==> config.mk <==
export PLATFORM = sky130hd
export DESIGN_NAME = axi4_full_master_burst_rw
export DESIGN_NICKNAME = d
export VERILOG_FILES = /design/src/rtl/axi4_full_master_burst_rw.sv
export SDC_FILE = /design/constraint.sdc
export NUM_CORES = 1
export LEC_CHECK = 0
export ABC_AREA = 1
export BUFFER_PORTS_ARGS = -buffer_cell sky130_fd_sc_hd__buf_2
export CAP_MARGIN = 20
export CORE_UTILIZATION = 57
export CTS_CLUSTER_SIZE = 10
export DETAILED_ROUTE_END_ITERATION = 8
export PLACE_DENSITY = 0.88
export SYNTH_ARGS = -nofsm -noshare
export SYNTH_HDL_FRONTEND = slang
export SYNTH_SLANG_ARGS = --single-unit
==> constraint.sdc <==
create_clock -name M_AXI_ACLK -period 5.7 [get_ports M_AXI_ACLK]
set_clock_uncertainty 0.15 [all_clocks]
set_input_delay 0.855 -clock M_AXI_ACLK [delete_from_list [all_inputs] [get_ports M_AXI_ACLK]]
set_output_delay 0.855 -clock M_AXI_ACLK [all_outputs]
set_load 0.03 [all_outputs]
==> src/rtl/axi4_full_master_burst_rw.sv <==
`default_nettype none
`timescale 1ns/1ps
// ============================================================================
// Module   : axi4_full_master_burst_rw
// Brief    : AXI4 full master with independent read and write engines. Each
//            engine splits a run of beats into INCR bursts of at most
//            C_M_AXI_MAX_BURST_LEN beats and bridges it to a valid/ready port.
//            Optional macro STREAMIF_4K_BOUNDARY_EN also splits bursts at
//            4 KB page boundaries.
// Revision : 1.0 - initial release
// ============================================================================
module axi4_full_master_burst_rw #(
  parameter int                          C_M_AXI_ADDR_WIDTH         = 32,
  parameter logic [C_M_AXI_ADDR_WIDTH-1:0] C_M_TARGET_SLAVE_BASE_ADDR = '0,
  parameter int                          C_M_AXI_MAX_BURST_LEN      = 16,
  parameter int                          C_M_AXI_ID_WIDTH           = 1,
  parameter int                          C_M_AXI_DATA_WIDTH         = 32,
  parameter int                          C_LEN_WIDTH                = 16
) (
  input  logic                            M_AXI_ACLK,
  input  logic                            M_AXI_ARESETN,
  // write user port
  input  logic [C_M_AXI_ADDR_WIDTH-1:0]   wr_address,
  input  logic [C_LEN_WIDTH-1:0]          wr_beats,
  input  logic                            wr_start,
  input  logic [C_M_AXI_DATA_WIDTH-1:0]   wr_data,
  input  logic                            wr_data_valid,
  output logic                            wr_data_ready,
  output logic                            wr_busy,
  output logic                            wr_done,
  // read user port
  input  logic [C_M_AXI_ADDR_WIDTH-1:0]   rd_address,
  input  logic [C_LEN_WIDTH-1:0]          rd_beats,
  input  logic                            rd_start,
  output logic [C_M_AXI_DATA_WIDTH-1:0]   rd_data,
  output logic                            rd_data_valid,
  output logic                            rd_data_last,
  input  logic                            rd_data_ready,
  output logic                            rd_busy,
  output logic                            rd_done,
  // status
  output logic                            error,
  input  logic                            error_clear,
  // AW channel
  output logic [C_M_AXI_ID_WIDTH-1:0]     M_AXI_AWID,
  output logic [C_M_AXI_ADDR_WIDTH-1:0]   M_AXI_AWADDR,
  output logic [7:0]                      M_AXI_AWLEN,
  output logic [2:0]                      M_AXI_AWSIZE,
  output logic [1:0]                      M_AXI_AWBURST,
  output logic                            M_AXI_AWLOCK,
  output logic [3:0]                      M_AXI_AWCACHE,
  output logic [2:0]                      M_AXI_AWPROT,
  output logic [3:0]                      M_AXI_AWQOS,
  output logic                            M_AXI_AWVALID,
  input  logic                            M_AXI_AWREADY,
  // W channel
  output logic [C_M_AXI_DATA_WIDTH-1:0]   M_AXI_WDATA,
  output logic [C_M_AXI_DATA_WIDTH/8-1:0] M_AXI_WSTRB,
  output logic                            M_AXI_WLAST,
  output logic                            M_AXI_WVALID,
  input  logic                            M_AXI_WREADY,
  // B channel
  input  logic [C_M_AXI_ID_WIDTH-1:0]     M_AXI_BID,
  input  logic [1:0]                      M_AXI_BRESP,
  input  logic                            M_AXI_BVALID,
  output logic                            M_AXI_BREADY,
  // AR channel
  output logic [C_M_AXI_ID_WIDTH-1:0]     M_AXI_ARID,
  output logic [C_M_AXI_ADDR_WIDTH-1:0]   M_AXI_ARADDR,
  output logic [7:0]                      M_AXI_ARLEN,
  output logic [2:0]                      M_AXI_ARSIZE,
  output logic [1:0]                      M_AXI_ARBURST,
  output logic                            M_AXI_ARLOCK,
  output logic [3:0]                      M_AXI_ARCACHE,
  output logic [2:0]                      M_AXI_ARPROT,
  output logic [3:0]                      M_AXI_ARQOS,
  output logic                            M_AXI_ARVALID,
  input  logic                            M_AXI_ARREADY,
  // R channel
  input  logic [C_M_AXI_ID_WIDTH-1:0]     M_AXI_RID,
  input  logic [C_M_AXI_DATA_WIDTH-1:0]   M_AXI_RDATA,
  input  logic [1:0]                      M_AXI_RRESP,
  input  logic                            M_AXI_RLAST,
  input  logic                            M_AXI_RVALID,
  output logic                            M_AXI_RREADY
);

  localparam int SIZE_LG = $clog2(C_M_AXI_DATA_WIDTH/8);
  localparam logic [C_M_AXI_ADDR_WIDTH-1:0] ALIGN_MASK =
    ~(C_M_AXI_ADDR_WIDTH'((1 << SIZE_LG) - 1));

  // Beats for the next burst: limited by remaining count, MAX and (optionally) page end.
`ifdef STREAMIF_4K_BOUNDARY_EN
  function automatic logic [8:0] burst_of(input logic [11:0] page_off,
                                          input logic [C_LEN_WIDTH-1:0] rem);
    logic [31:0] b, r, bnd;
    r = 32'(rem);
    b = 32'(C_M_AXI_MAX_BURST_LEN);
    if (r < b) b = r;
    bnd = (32'd4096 - {20'd0, page_off}) >> SIZE_LG;
    if (bnd < b) b = bnd;
    return b[8:0];
  endfunction
`else
  function automatic logic [8:0] burst_of(input logic [11:0] unused_page_off,
                                          input logic [C_LEN_WIDTH-1:0] rem);
    logic [31:0] b, r;
    r = 32'(rem);
    b = 32'(C_M_AXI_MAX_BURST_LEN);
    if (r < b) b = r;
    return b[8:0];
  endfunction
`endif

  function automatic logic [7:0] len_of(input logic [8:0] beats);
    logic [8:0] l;
    l = beats - 9'd1;
    return l[7:0];
  endfunction

  // Inputs that carry no information for this master.
  logic unused_inputs;
  assign unused_inputs = ^{M_AXI_BID, M_AXI_BRESP[0], M_AXI_RID, M_AXI_RRESP[0]};

  typedef enum logic [1:0] {W_IDLE, W_AADDR, W_DATA, W_RESP} wr_state_t;
  typedef enum logic [1:0] {R_IDLE, R_AADDR, R_DATA}         rd_state_t;

  wr_state_t wr_state, wr_state_nxt;
  rd_state_t rd_state, rd_state_nxt;

  logic [C_M_AXI_ADDR_WIDTH-1:0] wr_addr, rd_addr;
  logic [C_LEN_WIDTH-1:0]        wr_rem, rd_rem;
  logic [7:0]                    wr_len, rd_len, wr_cnt, rd_cnt;
  logic [8:0]                    wr_burst, rd_burst;
  logic                          wr_go, rd_go, w_hs, b_hs, r_hs;
  logic                          wr_last_beat, rd_exp_last, err_evt;
  logic [C_M_AXI_ADDR_WIDTH-1:0] wr_aligned, rd_aligned;

  assign wr_go        = wr_start && (wr_beats != '0);
  assign rd_go        = rd_start && (rd_beats != '0);
  assign wr_aligned   = wr_address & ALIGN_MASK;
  assign rd_aligned   = rd_address & ALIGN_MASK;
  assign wr_burst     = {1'b0, wr_len} + 9'd1;
  assign rd_burst     = {1'b0, rd_len} + 9'd1;
  assign wr_last_beat = (wr_cnt == wr_len);
  assign rd_exp_last  = (rd_cnt == rd_len);
  assign w_hs         = (wr_state == W_DATA) && wr_data_valid && M_AXI_WREADY;
  assign b_hs         = (wr_state == W_RESP) && M_AXI_BVALID;
  assign r_hs         = (rd_state == R_DATA) && M_AXI_RVALID && rd_data_ready;

  // Fixed AXI attributes and address/length presentation.
  assign M_AXI_AWID    = '0;
  assign M_AXI_AWADDR  = C_M_TARGET_SLAVE_BASE_ADDR + wr_addr;
  assign M_AXI_AWLEN   = wr_len;
  assign M_AXI_AWSIZE  = 3'(SIZE_LG);
  assign M_AXI_AWBURST = 2'b01;
  assign M_AXI_AWLOCK  = 1'b0;
  assign M_AXI_AWCACHE = 4'b0010;
  assign M_AXI_AWPROT  = 3'b000;
  assign M_AXI_AWQOS   = 4'b0000;
  assign M_AXI_WDATA   = wr_data;
  assign M_AXI_WSTRB   = '1;
  assign M_AXI_ARID    = '0;
  assign M_AXI_ARADDR  = C_M_TARGET_SLAVE_BASE_ADDR + rd_addr;
  assign M_AXI_ARLEN   = rd_len;
  assign M_AXI_ARSIZE  = 3'(SIZE_LG);
  assign M_AXI_ARBURST = 2'b01;
  assign M_AXI_ARLOCK  = 1'b0;
  assign M_AXI_ARCACHE = 4'b0010;
  assign M_AXI_ARPROT  = 3'b000;
  assign M_AXI_ARQOS   = 4'b0000;
  assign rd_data       = M_AXI_RDATA;
  assign wr_busy       = (wr_state != W_IDLE);
  assign rd_busy       = (rd_state != R_IDLE);

  // Write engine state register.
  always_ff @(posedge M_AXI_ACLK or negedge M_AXI_ARESETN) begin
    if (!M_AXI_ARESETN) wr_state <= W_IDLE;
    else                wr_state <= wr_state_nxt;
  end

  // Write engine next state and channel controls.
  always_comb begin
    wr_state_nxt  = wr_state;
    M_AXI_AWVALID = 1'b0;
    M_AXI_WVALID  = 1'b0;
    M_AXI_WLAST   = 1'b0;
    M_AXI_BREADY  = 1'b0;
    wr_data_ready = 1'b0;
    case (wr_state)
      W_IDLE:  if (wr_go) wr_state_nxt = W_AADDR;
      W_AADDR: begin
        M_AXI_AWVALID = 1'b1;
        if (M_AXI_AWREADY) wr_state_nxt = W_DATA;
      end
      W_DATA: begin
        M_AXI_WVALID  = wr_data_valid;
        M_AXI_WLAST   = wr_last_beat;
        wr_data_ready = M_AXI_WREADY;
        if (w_hs && wr_last_beat) wr_state_nxt = W_RESP;
      end
      W_RESP: begin
        M_AXI_BREADY = 1'b1;
        if (M_AXI_BVALID) wr_state_nxt = (wr_rem == '0) ? W_IDLE : W_AADDR;
      end
      default: wr_state_nxt = W_IDLE;
    endcase
  end

  // Write address/count bookkeeping; address and remaining advance at AW handshake.
  always_ff @(posedge M_AXI_ACLK or negedge M_AXI_ARESETN) begin
    if (!M_AXI_ARESETN) begin
      wr_addr <= '0;
      wr_rem  <= '0;
      wr_len  <= '0;
      wr_cnt  <= '0;
      wr_done <= 1'b0;
    end else begin
      wr_done <= 1'b0;
      case (wr_state)
        W_IDLE: if (wr_go) begin
          wr_addr <= wr_aligned;
          wr_rem  <= wr_beats;
          wr_len  <= len_of(burst_of(wr_aligned[11:0], wr_beats));
          wr_cnt  <= '0;
        end
        W_AADDR: if (M_AXI_AWREADY) begin
          wr_addr <= wr_addr + (C_M_AXI_ADDR_WIDTH'(wr_burst) << SIZE_LG);
          wr_rem  <= wr_rem - C_LEN_WIDTH'(wr_burst);
          wr_cnt  <= '0;
        end
        W_DATA: if (w_hs) wr_cnt <= wr_last_beat ? 8'd0 : wr_cnt + 8'd1;
        W_RESP: if (M_AXI_BVALID) begin
          if (wr_rem == '0) wr_done <= 1'b1;
          else              wr_len  <= len_of(burst_of(wr_addr[11:0], wr_rem));
        end
        default: ;
      endcase
    end
  end

  // Read engine state register.
  always_ff @(posedge M_AXI_ACLK or negedge M_AXI_ARESETN) begin
    if (!M_AXI_ARESETN) rd_state <= R_IDLE;
    else                rd_state <= rd_state_nxt;
  end

  // Read engine next state and channel controls.
  always_comb begin
    rd_state_nxt  = rd_state;
    M_AXI_ARVALID = 1'b0;
    M_AXI_RREADY  = 1'b0;
    rd_data_valid = 1'b0;
    rd_data_last  = 1'b0;
    case (rd_state)
      R_IDLE:  if (rd_go) rd_state_nxt = R_AADDR;
      R_AADDR: begin
        M_AXI_ARVALID = 1'b1;
        if (M_AXI_ARREADY) rd_state_nxt = R_DATA;
      end
      R_DATA: begin
        M_AXI_RREADY  = rd_data_ready;
        rd_data_valid = M_AXI_RVALID;
        rd_data_last  = M_AXI_RVALID && rd_exp_last && (rd_rem == '0);
        if (r_hs && M_AXI_RLAST) rd_state_nxt = (rd_rem == '0) ? R_IDLE : R_AADDR;
      end
      default: rd_state_nxt = R_IDLE;
    endcase
  end

  // Read address/count bookkeeping; mirrors the write side without a response phase.
  always_ff @(posedge M_AXI_ACLK or negedge M_AXI_ARESETN) begin
    if (!M_AXI_ARESETN) begin
      rd_addr <= '0;
      rd_rem  <= '0;
      rd_len  <= '0;
      rd_cnt  <= '0;
      rd_done <= 1'b0;
    end else begin
      rd_done <= 1'b0;
      case (rd_state)
        R_IDLE: if (rd_go) begin
          rd_addr <= rd_aligned;
          rd_rem  <= rd_beats;
          rd_len  <= len_of(burst_of(rd_aligned[11:0], rd_beats));
          rd_cnt  <= '0;
        end
        R_AADDR: if (M_AXI_ARREADY) begin
          rd_addr <= rd_addr + (C_M_AXI_ADDR_WIDTH'(rd_burst) << SIZE_LG);
          rd_rem  <= rd_rem - C_LEN_WIDTH'(rd_burst);
          rd_cnt  <= '0;
        end
        R_DATA: if (r_hs) begin
          rd_cnt <= M_AXI_RLAST ? 8'd0 : rd_cnt + 8'd1;
          if (M_AXI_RLAST) begin
            if (rd_rem == '0) rd_done <= 1'b1;
            else              rd_len  <= len_of(burst_of(rd_addr[11:0], rd_rem));
          end
        end
        default: ;
      endcase
    end
  end

  assign err_evt = (b_hs && M_AXI_BRESP[1]) ||
                   (r_hs && (M_AXI_RRESP[1] || (M_AXI_RLAST != rd_exp_last)));

  // Sticky error flag; a new error event takes priority over a clear.
  always_ff @(posedge M_AXI_ACLK or negedge M_AXI_ARESETN) begin
    if (!M_AXI_ARESETN)   error <= 1'b0;
    else if (err_evt)     error <= 1'b1;
    else if (error_clear) error <= 1'b0;
  end

endmodule
`default_nettype wire

==> flow_metrics.env <==
export IMPL_clkSlewWorstSetupHoldPaths_ns=0.07
export IMPL_leakage_nw=7.015
export IMPL_ys_types=50
export IMPL_start_util_pct=58.55
export IMPL_syn_to_final_growth_pct=9.350
export IMPL_multi_input_area_mm2=0.007018
export IMPL_finalPower_mw=8.317
export IMPL_synth_compound_area_share_pct=7.724
export IMPL_yosys_warnings=0
export IMPL_synthXorXnorAreaFrac_pct=2.791
export IMPL_fin_nets=2223
export IMPL_die_w_um=146.6
export IMPL_postCtsHoldBufs=0
export IMPL_syn_area_per_cell_um2=6.322
export IMPL_powerDensity_mw_per_mm2=638.0
export IMPL_route_antenna_remaining_nets=0
export IMPL_fin_crit_ns=3.351
export IMPL_r2r_slack_ns=2.35
export IMPL_cp_arrival_ns=3.51
export IMPL_grt_total_usage_pct=29.22
export IMPL_synthSimpleGateAreaFrac_pct=41.20
export IMPL_grt_max_degree=82
export IMPL_grt_pass1_wl_mm=51.76
export IMPL_clock_latency_ns=0.43
export IMPL_regArea_mm2=0.003278
export IMPL_synth_area_mux_share_pct=0
export IMPL_end_kind="register"
export IMPL_crit_chain="inv_1 > ha_2 > buf_4 > inv_2 > nor2_1 > inv_1 > o211ai_4 > buf_4 > nor2_1 > nand2_1 > nand2_1"
export IMPL_reg2reg_to="wr_rem[14]"
export IMPL_status="complete, no violations"
export IMPL_gp_congestion=0.9242
export IMPL_totalNegativeSetupSlack_ns=0
export IMPL_numCtsBuffers=17
export IMPL_n_antenna_cell=0
export IMPL_r2r_start="wr_state[1]"
export IMPL_drt_pre_antenna_iters=7
export IMPL_instances_no_fill=2276
export IMPL_yosys_area_share_adder_pct=5.604
export IMPL_clock_fmax_mhz=298.4
export IMPL_synth_area_mm2=0.01192
export IMPL_vias_per_cell=5.376
export IMPL_dp_slack_ns=2.356
export IMPL_crit_type="register to register"
export IMPL_finalCritPeriodShare_pct=58.79
export IMPL_hold_viol=0
export IMPL_slowest_stage="buf_4"
export IMPL_critPathCapture="wr_rem[14]"
export IMPL_cpPeakStageDelay_ns=0.57
export IMPL_cts_resized_gates=0
export IMPL_netlist_instances=1886
export IMPL_drtIter0Drc=851
export IMPL_clockBufferDepth=2
export IMPL_slew_viol_final=0
export IMPL_worstPathRequired_ns=5.86
export IMPL_root_buffer="clkbuf_16"
export IMPL_fillers=1836
export IMPL_hold_path_class="input port to asynchronous set/reset pin"
export IMPL_dp_hpwl_mm=22.72
export IMPL_maxSlewHeadroom_pct=40.26
export IMPL_drt_wl_total_mm=31.18
export IMPL_drc=0
export IMPL_core_mm2=0.02036
export IMPL_cts_setup_buffers=0
export IMPL_max_vdd_ir_drop_uv=508.2
export IMPL_dr_total_vias=12240
export IMPL_dpl_cell_count=2244
export IMPL_h_tree_depth=4
export IMPL_clock_sinks=131
export IMPL_crit_fanout=70
export IMPL_reg2reg_depth=11
export IMPL_synth_top_family_by_area="simple AND/OR/NAND/NOR gates"
export IMPL_std_cell_rows=52
export IMPL_rsz0062_at_grt="no"
export IMPL_fp_dieH_um=146.6
export IMPL_ys_ff_latch=131
export IMPL_cap_violations=0
export IMPL_antenna_found_initial=0
export IMPL_setup_viol=0
export IMPL_port_buffer_count=196
export IMPL_drive_gt1_share_pct=14.11
export IMPL_fin_util_pct=64.02
export IMPL_worstSetupStartpointType="register"
export IMPL_cts_tree="yes"
export IMPL_layout_setup_ws_ns=2.349
export IMPL_grt_overflow_total=0
export IMPL_post_drt_wl_per_cell_um=13.70
export IMPL_boundaryPins=377
export IMPL_die_area_mm2=0.02150
export IMPL_yosysSeqAreaShare_pct=27.50
export IMPL_cp_startpoint="wr_state[1]"
export IMPL_worst_slew_pin_slew_ns=0.8951
export IMPL_grt_pass1_vias=11210
state kept, by name (all words and copies together), names as in the netlist, 8 cells and up:
| name | flops |
|---|---|
| rd_rem | 16 |
| wr_addr | 30 |
| wr_cnt | 8 |
| M_AXI_AWLEN | 8 |
| wr_rem | 16 |
| rd_cnt | 8 |
| rd_addr | 30 |
| M_AXI_ARLEN | 8 |
placed cells by master (no fill, tap or decap), types with 17 or more instances in the layout:
master and instances:
nand2_1 617, nor2_1 243, buf_2 195, inv_1 189, nand3_1 157, dfrtp_1 131
o21ai_0 64, a21oi_1 53, ha_1 46, conb_1 44, nand4_1 38, nand3b_1 33
nor3_1 28, xor2_1 21, xnor2_1 17, clkbuf_16 17
worst min-delay path by stage:
stage | from | endpoint | slack, ns | depth (start not counted)
global route | M_AXI_ARESETN | wr_rem[2] | 0.39 | 1
global placement | error | error | 0.33 | 2
detailed placement | error | error | 0.33 | 2
floorplan | wr_rem[6] | wr_rem[6] | 0.33 | 2
CTS | error | error | 0.35 | 2
finish | M_AXI_ARESETN | wr_rem[1] | 0.33 | 1
cell families after synthesis:
family / after synthesis
AO/OA/AOI/OAI: 162
XOR/XNOR: 38
adder cells (fa/ha/maj): 51
buffers and inverters: 352
flip-flops: 131
other: 2
AND/OR/NAND/NOR: 1150
where the power goes:
part | leakage, nW | switching [mW] | internal [mW] | total (mW)
registers | 1.62 | 0.546 | 1.34 | 1.89
logic | 5.09 | 3.55 | 1.66 | 5.21
clock network | 0.310 | 0.469 | 0.753 | 1.22
total | 7.02 | 4.56 | 3.76 | 8.32
synth_stat cells, drive strengths merged:
cell / n / area (µm²)
buf: 139 / 999.7
and2: 1 / 6.260
ha: 47 / 588.1
clkbuf: 16 / 61.30
a31oi: 10 / 62.56
conb: 2 / 7.510
o21bai: 5 / 37.54
dfrtp: 131 / 3278
nor2: 254 / 1003
a21o: 2 / 15.01
fa: 4 / 80.08
nor3b: 4 / 35.03
a21boi: 1 / 7.510
a21oi: 55 / 290.3
nor4: 1 / 6.260
nand4: 38 / 237.7
nand3b: 34 / 259.0
xnor2: 17 / 148.9
a211oi: 1 / 7.510
o21ai: 80 / 437.9
o22ai: 3 / 18.77
nand2: 626 / 2387
xor2: 21 / 183.9
o21a: 1 / 7.510
and3: 1 / 6.260
inv: 197 / 742.0
o211ai: 3 / 27.52
nand3: 158 / 795.8
a31o: 1 / 8.760
nor3: 29 / 150.1
or2: 4 / 25.02
final cells by class:
| type | instances | share of cell area, % |
|---|---|---|
| clock inverters | 13 | 1.488 |
| inverters | 197 | 5.691 |
| flip-flops and latches | 131 | 25.14 |
| clock buffers | 19 | 3.397 |
| multi-input cells | 1445 | 53.83 |
| repair buffers | 201 | 7.860 |
| well taps | 270 | 2.591 |
routing by layer:
metal / routed length, µm / vias up / global-route usage [%]
li1: - / 6070 / -
met1: 13030 / 5483 / 37.88
met2: 14640 / 592 / 47.89
met3: 2543 / 91 / 4.688
met4: 962 / 0 / 13.18
met5: 0 / - / 0
critical path, delay by kind of cell, from the launching register on:
family	cells	cell delay, ns
buffers and inverters	5	1.81
and+or+nand+nor	4	0.50
DFF	1	0.44
adders and majority gates	1	0.17
AOI/OAI and AO/OA	1	0.11
per-stage QoR:
stage | hold slack [ns] | area [µm²]
4_1_cts | 0.3459 | 13040
2_1_floorplan | 0.3262 | 12080
3_3_place_gp | 0.3288 | 12400
3_5_place_dp | 0.3294 | 12400
6_report | 0.3284 | 13040
5_1_grt | 0.3897 | 13040
Note: power is estimated with default switching activity, not from simulation.
